File: config.mk
export PLATFORM = sky130hd
export DESIGN_NAME = lcv_mul_acc_pipe_flat
export DESIGN_NICKNAME = d
export VERILOG_FILES = /design/src/rtl/lcv_mul_acc_pipe_if.sv /design/src/rtl/lcv_mul_acc_pipe.sv /design/src/flat_wrapper.sv
export SDC_FILE = /design/constraint.sdc
export NUM_CORES = 2
export LEC_CHECK = 0
export ABC_AREA = 0
export BUFFER_PORTS_ARGS = -buffer_cell sky130_fd_sc_hd__buf_2
export CORE_AREA = 2 2 256 258
export DETAILED_ROUTE_END_ITERATION = 10
export DIE_AREA = 0 0 258 260
export PLACE_DENSITY = 0.67
export SYNTH_ARGS = -nofsm -noshare
export SYNTH_HDL_FRONTEND = slang
export SYNTH_SLANG_ARGS = --single-unit
File: constraint.sdc
create_clock -name clk -period 7.9 [get_ports clk]
set_clock_uncertainty 0.15 [all_clocks]
set_input_delay 0 -clock clk [delete_from_list [all_inputs] [get_ports clk]]
set_output_delay 0 -clock clk [all_outputs]
set_load 0.02 [all_outputs]
File: src/rtl/lcv_mul_acc_pipe_if.sv
// Operation/result handshake bundle for lcv_mul_acc_pipe.
// The master side offers operations and consumes results; the slave side is the MAC.
interface lcv_mul_acc_pipe_if #(
   parameter int IN_WIDTH  = 16,
   parameter int ACC_WIDTH = 40,
   parameter int NUM_CH    = 4
);
   localparam int CH_W = (NUM_CH > 1) ? $clog2(NUM_CH) : 1;

   logic                        inp_valid;
   logic                        inp_ready;
   logic [1:0]                  inp_op;
   logic [CH_W-1:0]             inp_ch;
   logic signed [IN_WIDTH-1:0]  inp_a;
   logic signed [IN_WIDTH-1:0]  inp_b;
   logic signed [ACC_WIDTH-1:0] inp_c;
   logic                        outp_valid;
   logic                        outp_ready;
   logic [CH_W-1:0]             outp_ch;
   logic signed [ACC_WIDTH-1:0] outp_data;
   logic                        outp_ovf;

   modport master (
      output inp_valid, inp_op, inp_ch, inp_a, inp_b, inp_c, outp_ready,
      input  inp_ready, outp_valid, outp_ch, outp_data, outp_ovf
   );

   modport slave (
      input  inp_valid, inp_op, inp_ch, inp_a, inp_b, inp_c, outp_ready,
      output inp_ready, outp_valid, outp_ch, outp_data, outp_ovf
   );
endinterface

File: src/rtl/lcv_mul_acc_pipe.sv
// Three-stage stallable multi-channel signed MAC: S1 operands, S2 a*b+c, S3 accumulator RMW.
// Define LCV_MUL_ACC_SAT_EN to saturate on overflow instead of wrapping.
module lcv_mul_acc_pipe #(
   parameter int IN_WIDTH  = 16,
   parameter int ACC_WIDTH = 40,
   parameter int NUM_CH    = 4
) (
   input logic               clk,
   input logic               rst,
   lcv_mul_acc_pipe_if.slave bus
);
   localparam int CH_W   = (NUM_CH > 1) ? $clog2(NUM_CH) : 1;
   localparam int PROD_W = 2 * IN_WIDTH;
   localparam int PW     = ACC_WIDTH + 1;
   localparam int SW     = ACC_WIDTH + 2;

   localparam logic [1:0] OP_ACC   = 2'b00;
   localparam logic [1:0] OP_LOAD  = 2'b01;
   localparam logic [1:0] OP_CLEAR = 2'b10;
   localparam logic [1:0] OP_READ  = 2'b11;

   generate
      if (ACC_WIDTH < 2 * IN_WIDTH + 1) begin : g_bad_width
         $error("lcv_mul_acc_pipe: ACC_WIDTH must be >= 2*IN_WIDTH+1");
      end
   endgenerate

   logic adv;

   logic                        s1_valid_q, s1_valid_d;
   logic [1:0]                  s1_op_q, s1_op_d;
   logic [CH_W-1:0]             s1_ch_q, s1_ch_d;
   logic signed [IN_WIDTH-1:0]  s1_a_q, s1_a_d;
   logic signed [IN_WIDTH-1:0]  s1_b_q, s1_b_d;
   logic signed [ACC_WIDTH-1:0] s1_c_q, s1_c_d;

   logic                        s2_valid_q, s2_valid_d;
   logic [1:0]                  s2_op_q, s2_op_d;
   logic [CH_W-1:0]             s2_ch_q, s2_ch_d;
   logic signed [PW-1:0]        s2_p_q, s2_p_d;

   logic signed [ACC_WIDTH-1:0] acc_q [NUM_CH];
   logic signed [ACC_WIDTH-1:0] acc_d [NUM_CH];

   logic                        outp_valid_q, outp_valid_d;
   logic [CH_W-1:0]             outp_ch_q, outp_ch_d;
   logic signed [ACC_WIDTH-1:0] outp_data_q, outp_data_d;
   logic                        outp_ovf_q, outp_ovf_d;

   logic signed [PROD_W-1:0]    prod;
   logic                        ch_ok;
   logic signed [ACC_WIDTH-1:0] cur;
   logic signed [ACC_WIDTH-1:0] res;
   logic signed [SW-1:0]        sum_full;
   logic [2:0]                  sum_top;
   logic                        ovf;

   assign adv            = !outp_valid_q || bus.outp_ready;
   assign bus.inp_ready  = adv;
   assign bus.outp_valid = outp_valid_q;
   assign bus.outp_ch    = outp_ch_q;
   assign bus.outp_data  = outp_data_q;
   assign bus.outp_ovf   = outp_ovf_q;

   always_comb begin
      prod       = s1_a_q * s1_b_q;
      s1_valid_d = s1_valid_q;
      s1_op_d    = s1_op_q;
      s1_ch_d    = s1_ch_q;
      s1_a_d     = s1_a_q;
      s1_b_d     = s1_b_q;
      s1_c_d     = s1_c_q;
      s2_valid_d = s2_valid_q;
      s2_op_d    = s2_op_q;
      s2_ch_d    = s2_ch_q;
      s2_p_d     = s2_p_q;
      if (adv) begin
         s1_valid_d = bus.inp_valid;
         s1_op_d    = bus.inp_op;
         s1_ch_d    = bus.inp_ch;
         s1_a_d     = bus.inp_a;
         s1_b_d     = bus.inp_b;
         s1_c_d     = bus.inp_c;
         s2_valid_d = s1_valid_q;
         s2_op_d    = s1_op_q;
         s2_ch_d    = s1_ch_q;
         // One guard bit keeps a*b+c exact; only S3 decides about overflow.
         s2_p_d     = {{(PW - PROD_W){prod[PROD_W-1]}}, prod}
                    + {s1_c_q[ACC_WIDTH-1], s1_c_q};
      end
   end

   always_comb begin
      acc_d        = acc_q;
      outp_valid_d = outp_valid_q;
      outp_ch_d    = outp_ch_q;
      outp_data_d  = outp_data_q;
      outp_ovf_d   = outp_ovf_q;
      ch_ok        = 32'(s2_ch_q) < 32'(NUM_CH);
      cur          = ch_ok ? acc_q[s2_ch_q] : '0;
      case (s2_op_q)
         OP_ACC:   sum_full = {{2{cur[ACC_WIDTH-1]}}, cur} + {s2_p_q[PW-1], s2_p_q};
         OP_LOAD:  sum_full = {s2_p_q[PW-1], s2_p_q};
         OP_CLEAR: sum_full = '0;
         default:  sum_full = '0;
      endcase
      // True result fits ACC_WIDTH only if the top three bits agree.
      sum_top = sum_full[SW-1:ACC_WIDTH-1];
      ovf     = (sum_top != 3'b000) && (sum_top != 3'b111);
`ifdef LCV_MUL_ACC_SAT_EN
      if (ovf) begin
         res = sum_full[SW-1] ? {1'b1, {(ACC_WIDTH-1){1'b0}}}
                              : {1'b0, {(ACC_WIDTH-1){1'b1}}};
      end else begin
         res = sum_full[ACC_WIDTH-1:0];
      end
`else
      res = sum_full[ACC_WIDTH-1:0];
`endif
      if (adv) begin
         outp_valid_d = s2_valid_q;
         if (s2_valid_q) begin
            outp_ch_d   = s2_ch_q;
            outp_data_d = '0;
            outp_ovf_d  = 1'b0;
            if (ch_ok) begin
               if (s2_op_q == OP_READ) begin
                  outp_data_d = cur;
               end else begin
                  acc_d[s2_ch_q] = res;
                  outp_data_d    = res;
                  outp_ovf_d     = ovf;
               end
            end
         end
      end
   end

   always_ff @(posedge clk or negedge rst) begin
      if (!rst) begin
         s1_valid_q   <= 1'b0;
         s1_op_q      <= '0;
         s1_ch_q      <= '0;
         s1_a_q       <= '0;
         s1_b_q       <= '0;
         s1_c_q       <= '0;
         s2_valid_q   <= 1'b0;
         s2_op_q      <= '0;
         s2_ch_q      <= '0;
         s2_p_q       <= '0;
         for (int unsigned i = 0; i < NUM_CH; i++) acc_q[i] <= '0;
         outp_valid_q <= 1'b0;
         outp_ch_q    <= '0;
         outp_data_q  <= '0;
         outp_ovf_q   <= 1'b0;
      end else begin
         s1_valid_q   <= s1_valid_d;
         s1_op_q      <= s1_op_d;
         s1_ch_q      <= s1_ch_d;
         s1_a_q       <= s1_a_d;
         s1_b_q       <= s1_b_d;
         s1_c_q       <= s1_c_d;
         s2_valid_q   <= s2_valid_d;
         s2_op_q      <= s2_op_d;
         s2_ch_q      <= s2_ch_d;
         s2_p_q       <= s2_p_d;
         for (int unsigned i = 0; i < NUM_CH; i++) acc_q[i] <= acc_d[i];
         outp_valid_q <= outp_valid_d;
         outp_ch_q    <= outp_ch_d;
         outp_data_q  <= outp_data_d;
         outp_ovf_q   <= outp_ovf_d;
      end
   end
endmodule

File: src/flat_wrapper.sv
// flat-port wrapper written by rule: the top's interface ports become plain ports
module lcv_mul_acc_pipe_flat 
#(
   parameter int IN_WIDTH  = 16,
   parameter int ACC_WIDTH = 40,
   parameter int NUM_CH    = 4
)
  (clk, rst, bus_inp_valid, bus_inp_op, bus_inp_ch, bus_inp_a, bus_inp_b, bus_inp_c, bus_outp_ready, bus_inp_ready, bus_outp_valid, bus_outp_ch, bus_outp_data, bus_outp_ovf);
  lcv_mul_acc_pipe_if #(.IN_WIDTH(IN_WIDTH), .ACC_WIDTH(ACC_WIDTH), .NUM_CH(NUM_CH)) bus_i ();
  input logic clk;
  input logic rst;
  input wire logic [$bits(bus_i.inp_valid)-1:0] bus_inp_valid;
  input wire logic [$bits(bus_i.inp_op)-1:0] bus_inp_op;
  input wire logic [$bits(bus_i.inp_ch)-1:0] bus_inp_ch;
  input wire logic [$bits(bus_i.inp_a)-1:0] bus_inp_a;
  input wire logic [$bits(bus_i.inp_b)-1:0] bus_inp_b;
  input wire logic [$bits(bus_i.inp_c)-1:0] bus_inp_c;
  input wire logic [$bits(bus_i.outp_ready)-1:0] bus_outp_ready;
  output wire logic [$bits(bus_i.inp_ready)-1:0] bus_inp_ready;
  output wire logic [$bits(bus_i.outp_valid)-1:0] bus_outp_valid;
  output wire logic [$bits(bus_i.outp_ch)-1:0] bus_outp_ch;
  output wire logic [$bits(bus_i.outp_data)-1:0] bus_outp_data;
  output wire logic [$bits(bus_i.outp_ovf)-1:0] bus_outp_ovf;
  assign bus_i.inp_valid = bus_inp_valid;
  assign bus_i.inp_op = bus_inp_op;
  assign bus_i.inp_ch = bus_inp_ch;
  assign bus_i.inp_a = bus_inp_a;
  assign bus_i.inp_b = bus_inp_b;
  assign bus_i.inp_c = bus_inp_c;
  assign bus_i.outp_ready = bus_outp_ready;
  assign bus_inp_ready = bus_i.inp_ready;
  assign bus_outp_valid = bus_i.outp_valid;
  assign bus_outp_ch = bus_i.outp_ch;
  assign bus_outp_data = bus_i.outp_data;
  assign bus_outp_ovf = bus_i.outp_ovf;
  lcv_mul_acc_pipe #(.IN_WIDTH(IN_WIDTH), .ACC_WIDTH(ACC_WIDTH), .NUM_CH(NUM_CH)) u_core (.clk(clk), .rst(rst), .bus(bus_i));
endmodule
# After elaboration in Yosys (flattened, before gate mapping)
# Index checks and enable logic that the tools add are counted.
dict set report totals {
  input_bits 80
  ff_bits 327
  memories 0
  ramBits 0
  romBits 0
  latchBits 0
  out_inout_bits 45
}
dict set report classes {
  order_cmp 2
  mul 1
  div 0
  n_mux 9
  n_addsub 2
  shifts 0
  reduce_logical 8
  n_eq_ne 3
  bitwise 2
}
# operator count
set op_table {}
lappend op_table {{$bwmux 160} 1}
lappend op_table {{$mux 40} 4}
lappend op_table {{$pmux 42 s2} 1}
lappend op_table {{$bmux 40 s2} 1}
lappend op_table {{$demux 40 s2} 1}
lappend op_table {{$add 40x41->42} 1}
lappend op_table {{$add 32x40->41} 1}
lappend op_table {{$mul 16x16->32} 1}
lappend op_table {{$ge 3x3->1 const B} 1}
lappend op_table {{$lt 3x1->1 const B} 1}
lappend op_table {{$ne 3x3->1 const B} 1}
lappend op_table {{$not 2->3} 1}
lappend op_table {{$reduce_and 3->1} 1}
lappend op_table {{$reduce_bool 3->1} 1}
lappend op_table {{$eq 2x1->1 const B} 1}
lappend op_table {{$eq 2x2->1 const B} 1}
lappend op_table {{$logic_and 1x1->1} 2}
lappend op_table {{$logic_not 2->1} 1}
lappend op_table {{$reduce_and 2->1} 1}
lappend op_table {{$logic_not 1->1} 1}
lappend op_table {{$logic_or 1x1->1} 1}
lappend op_table {{$mux 1} 1}
lappend op_table {{$not 1->1} 1}

# Logic depth before layout (Yosys ltp)
dict set report logic_depth {
  ltp_word 9
  depth_mapped 25
}

# Least setup slack after synthesis
# OpenSTA, ideal clock, no wires.
dict set report synth_timing {
  kind {register -> register}
  from {register u_core.s1_a_q[15]}
  to {register u_core.s2_p_q[38]}
  synth_period_minus_slack_ns 6.706
  stages_incl_launch_ff 23
  arrival_ns 6.486
  n_path_buf 1
  slack_ns 1.194
  setup_ns 0.070
  cell_sequence {dfrtp_1 clkbuf_1 nand2_1 inv_1 fa_1 inv_1 fa_1 inv_1 fa_1 fa_1 fa_1 inv_1 fa_1 inv_1 ha_1 nand4_1 nor3_1 inv_1 a211o_1 a2111o_1 and2_4 a2111oi_4 nand3b_1}
}
dict set report synth_between {
  elab_chain_cells 2
}
# element line
set synth_rtl {}
lappend synth_rtl {{start: declaration} lcv_mul_acc_pipe.sv:33} ;# logic signed [IN_WIDTH-1:0] s1_a_q, s1_a_d;
lappend synth_rtl {{start signal: assignment} lcv_mul_acc_pipe.sv:144} ;# s1_a_q <= '0;
lappend synth_rtl {{start signal: assignment} lcv_mul_acc_pipe.sv:160} ;# s1_a_q <= s1_a_d;
lappend synth_rtl {{$mul 16x16->32} lcv_mul_acc_pipe.sv:66} ;# prod = s1_a_q * s1_b_q;
lappend synth_rtl {{$add 32x40->41} lcv_mul_acc_pipe.sv:89} ;# + {s1_c_q[ACC_WIDTH-1], s1_c_q};
lappend synth_rtl {{end signal: assignment} lcv_mul_acc_pipe.sv:166} ;# s2_p_q <= s2_p_d;
lappend synth_rtl {{end: declaration} lcv_mul_acc_pipe.sv:40} ;# logic signed [PW-1:0] s2_p_q, s2_p_d;
# Every way passes these cells.
# A chain may end at the register's enable or synchronous reset.

# Final worst setup path
# Ends and elaborated chain as after synthesis.

==> results.tsv <==
stage	metric	value	unit
global_route	gr ovfl total	0	
synth	yosys warns	0	
worst_setup_path	slowest CP cell	fa_1	
routing	Remaining DRCs	0	
routing	antenna-violating nets left	0	
routing	TritonRoute pass-1 iters	5	
place	routability cong.	0.9770	
floorplanning	starting density of the core	0.4473	
cts	Max clock buf depth	3	
synth	Synth Area in Compound Gates	0.1034	
worst_setup_path	worst reg2reg path endpoint	u_core.s2_p_q[38]	
cts	clk_lat worst skew	0.59	ns
floorplanning	I/O pins	125	
synth	simple-gate share of the synthesized area	0.1514	
global_route	Total GRT Usage	0.2391	
layout	Final #Nets	3813	
run_status	status	complete, no violations	
synth	Async S/R FF share, synth	1.000	
sta	final setup vio count	0	
worst_setup_path	Reg2Reg Launch Point	u_core.s1_a_q[15]	
synth	Post-Synth XOR/XNOR Area	0.01802	
floorplanning	Cell Rows	93	
worst_hold_path	Hold Crit Class	in2reg	
place	Placed Cells incl. Taps	3922	
synth	Synth Net Count	3643	
worst_setup_path	max incr delay on CP	0.77	ns
synth	Synth Area in Adders	0.3032	
cts	Root Buffer	clkbuf_16	
floorplanning	die area	0.06708	sq mm
worst_setup_path	critical path type	reg2reg	
sta	Final Hold Fails	0	
synth	Yosys reg bits	327	
sta	Slew Limit Headroom	0.3470	
synth	mux contribution to synthesized area	0.06186	
worst_setup_path	crit-path max FO	17	
sta	final setup TNS	0	ns
synth	Synth area leaders	dfrtp_1 (29%), fa_1 (23%), nand2_1 (7.7%)	
sta	min Tclk post-route	7.191	ns
worst_setup_path	R2R depth	21	
routing	vias per inst	5.332	
sta	RSZ-0062 raised after global routing	false	
worst_hold_path	Hold Path Origin	bus_inp_c[14]	
worst_setup_path	required time of the worst setup path	8.27	ns
sta	Max Slew Vio Count	0	
sta	achievable frequency	139.1	MHz
sta	Final period util	0.9103	
cts	cts repair resizes	0	
synth	top-count cell post-synth	nand2_1	
synth	top cells by count, synth	nand2_1 (589), inv_1 (428), fa_1 (335)	
global_route	vias in the first global route	23010	
cts	clock-pin slew on the worst setup and hold paths	0.06	ns
routing	drt total wl	77490	um
synth	Mean Syn Cell Area	9.345	sq um
floorplanning	chip height	260	um
layout	layout cells sized above 1	0.1055	
synth	Mapped Cells	3069	
routing	detailed-route via count	22000	
synth	Post-Synthesis Cell Area	0.02868	sq mm
synth	post-synth top area cell	dfrtp_1	
synth	Post-synth EDFFs	0	
layout	Area Overhead vs Synth	14.21	%
global_route	initial antenna violation count	2	
place	post-DP HPWL	57250	um
worst_setup_path	critical path launch point type	register	
worst_hold_path	hold path endpoint	u_core.s1_c_q[14]	
worst_hold_path	Hold Path Stages	4	
worst_setup_path	cells along the critical path	nand2_1, inv_1, fa_1, inv_1, fa_1, inv_1, fa_1, fa_1, fa_1, inv_1, fa_1, inv_1, ha_1, nand4_1, nor3_1, inv_1, a211o_1, a2111o_1, and2_4, a2111oi_4, nand3b_1	
worst_setup_path	Setup crit start	u_core.s1_a_q[15]	
floorplanning	Die Span X	258	um
job	Max Cap Viol	0	
layout	Multi-input gate area	0.01832	sq mm
global_route	largest net degree at the start of global routing	140	
worst_setup_path	crit path capture type	register	
global_route	first-pass GRT wire length	126200	um
floorplanning	core area	0.06412	sq mm
synth	largest family of logic cells by synthesized area	adder cells	
worst_setup_path	WP data arrival	7.57	ns
sta	worst slew pin tran	0.9760	ns
synth	top_reg_cell synth	dfrtp_1	
synth	post-synthesis cell type count	70	
synth	register area share after synthesis	0.2853	
synth	share of the synthesized area in the top cell type	0.2853	
worst_setup_path	r2r setup slk	0.71	ns
routing	starting DRC count in detailed routing	1554	
layout	final cell count without fillers	4125	
cts	htree depth	2	
layout	final-layout fill cell count	5887	
cts	CTS tree	done	
place	I/O Buffers	124	
cts	CTS buffer count	41	
layout	Reg area	0.008185	sq mm
cts	CTS Sinks	327	
routing	Avg WL per Cell	18.78	um
[metal layers]
layer,track usage,vias to the layer above,share of wire
met5,0,-,0
met2,0.4020,605,0.48
met4,0.07948,0,0.033
li1,-,10200,-
met1,0.3206,11040,0.43
met3,0.03207,153,0.054
[cell families after synthesis]
group / after synthesis
AOI/OAI and AO/OA: 484
xor gates and xnor gates: 59
adders and majority gates: 494
buffers and inverters: 583
DFF: 327
muxes: 119
and+or+nand+nor: 1003
[worst max path at each step]
stage / end / slack [ns] / depth (start not counted)
4_1_cts: u_core.s2_p_q[38] / 0.67 / 21
3_5_place_dp: u_core.s2_p_q[38] / 0.72 / 21
5_1_grt: u_core.s2_p_q[37] / 0.16 / 24
3_3_place_gp: u_core.s2_p_q[38] / 0.77 / 21
6_report: u_core.s2_p_q[38] / 0.71 / 21
2_1_floorplan: u_core.s2_p_q[38] / 1.19 / 22
[registers in the layout, indices dropped and copies added (netlist names)]
register               cells
u_core.bus.outp_ovf        1
u_core.s1_ch_q             2
u_core.s2_op_q             2
u_core.s1_c_q             40
u_core.acc_q             160
u_core.s2_valid_q          1
u_core.bus.outp_data      40
u_core.s2_ch_q             2
u_core.bus.outp_valid      1
u_core.s2_p_q             41
u_core.s1_a_q             16
u_core.s1_op_q             2
u_core.bus.outp_ch         2
u_core.s1_b_q             16
u_core.s1_valid_q          1
[cells in the final DEF (no fill, tap or decap), types with 9 or more instances in the layout]
| master | netlist | routed |
|---|---|---|
| a211oi_1 | 16 | 16 |
| buf_2 | 5 | 123 |
| mux4_2 | 40 | 40 |
| nand3_1 | 18 | 18 |
| mux2_2 | 66 | 66 |
| fa_1 | 335 | 335 |
| xor2_1 | 26 | 26 |
| a22oi_1 | 13 | 13 |
| clkbuf_16 | 0 | 41 |
| clkbuf_1 | 135 | 10 |
| dfrtp_1 | 327 | 325 |
| dlygate4sd3_1 | 0 | 128 |
| xnor2_1 | 33 | 33 |
| buf_4 | 2 | 27 |
| nand2_1 | 589 | 588 |
| a31oi_1 | 36 | 36 |
| or3_1 | 9 | 9 |
| a21o_1 | 37 | 37 |
| nand4_1 | 25 | 25 |
| mux2i_1 | 13 | 13 |
| inv_1 | 428 | 428 |
| and2_1 | 125 | 124 |
| ha_1 | 159 | 159 |
| nor2_1 | 181 | 181 |
| nor3_1 | 10 | 9 |
| o21ai_0 | 110 | 110 |
| a21oi_1 | 187 | 187 |
[timing repair]
| action | in CTS | in global routing |
|---|---|---|
| setup buffers | 0 | 0 |
| endpoints found under the setup margin | 0 | 0 |
| endpoints found under the hold margin | 351 | 0 |
| hold buffers | 129 | 0 |
[layout make-up]
cell class	instances	area share
diodes	1	0.00007640
clock inverters	15	0.007487
inverters	429	0.04924
repair buffers	281	0.06601
multi-input cells	2159	0.5592
well taps	855	0.03266
clock buffers	58	0.03541
flip-flops and latches	327	0.2499
[through the flow]
stage	utilization	instance area, sq um	setup slack (ns)	hold slack [ns]
CTS	0.5108	32750	0.6748	0.0001588
floorplan	-	28680	1.194	-0.4456
global route	0.5109	32750	0.1604	0.02277
finish	0.5109	32750	0.7089	0.01496
detailed placement	0.4685	30040	0.7242	-0.1643
global placement	0.4685	30040	0.7682	-0.1604
[worst max-delay path: cells and delay by family (launching register included)]
family	cells	cell delay, ns
AO/OA/AOI/OAI	3	1.02
buffers and inverters	6	0.55
AND/OR/NAND/NOR	5	1.06
adder cells (fa/ha/maj)	7	3.78
flip-flops	1	0.57
Power is left out: the tool's default activity adds up to more than one toggle a clock period on the data nets, which glitch-free logic cannot reach.
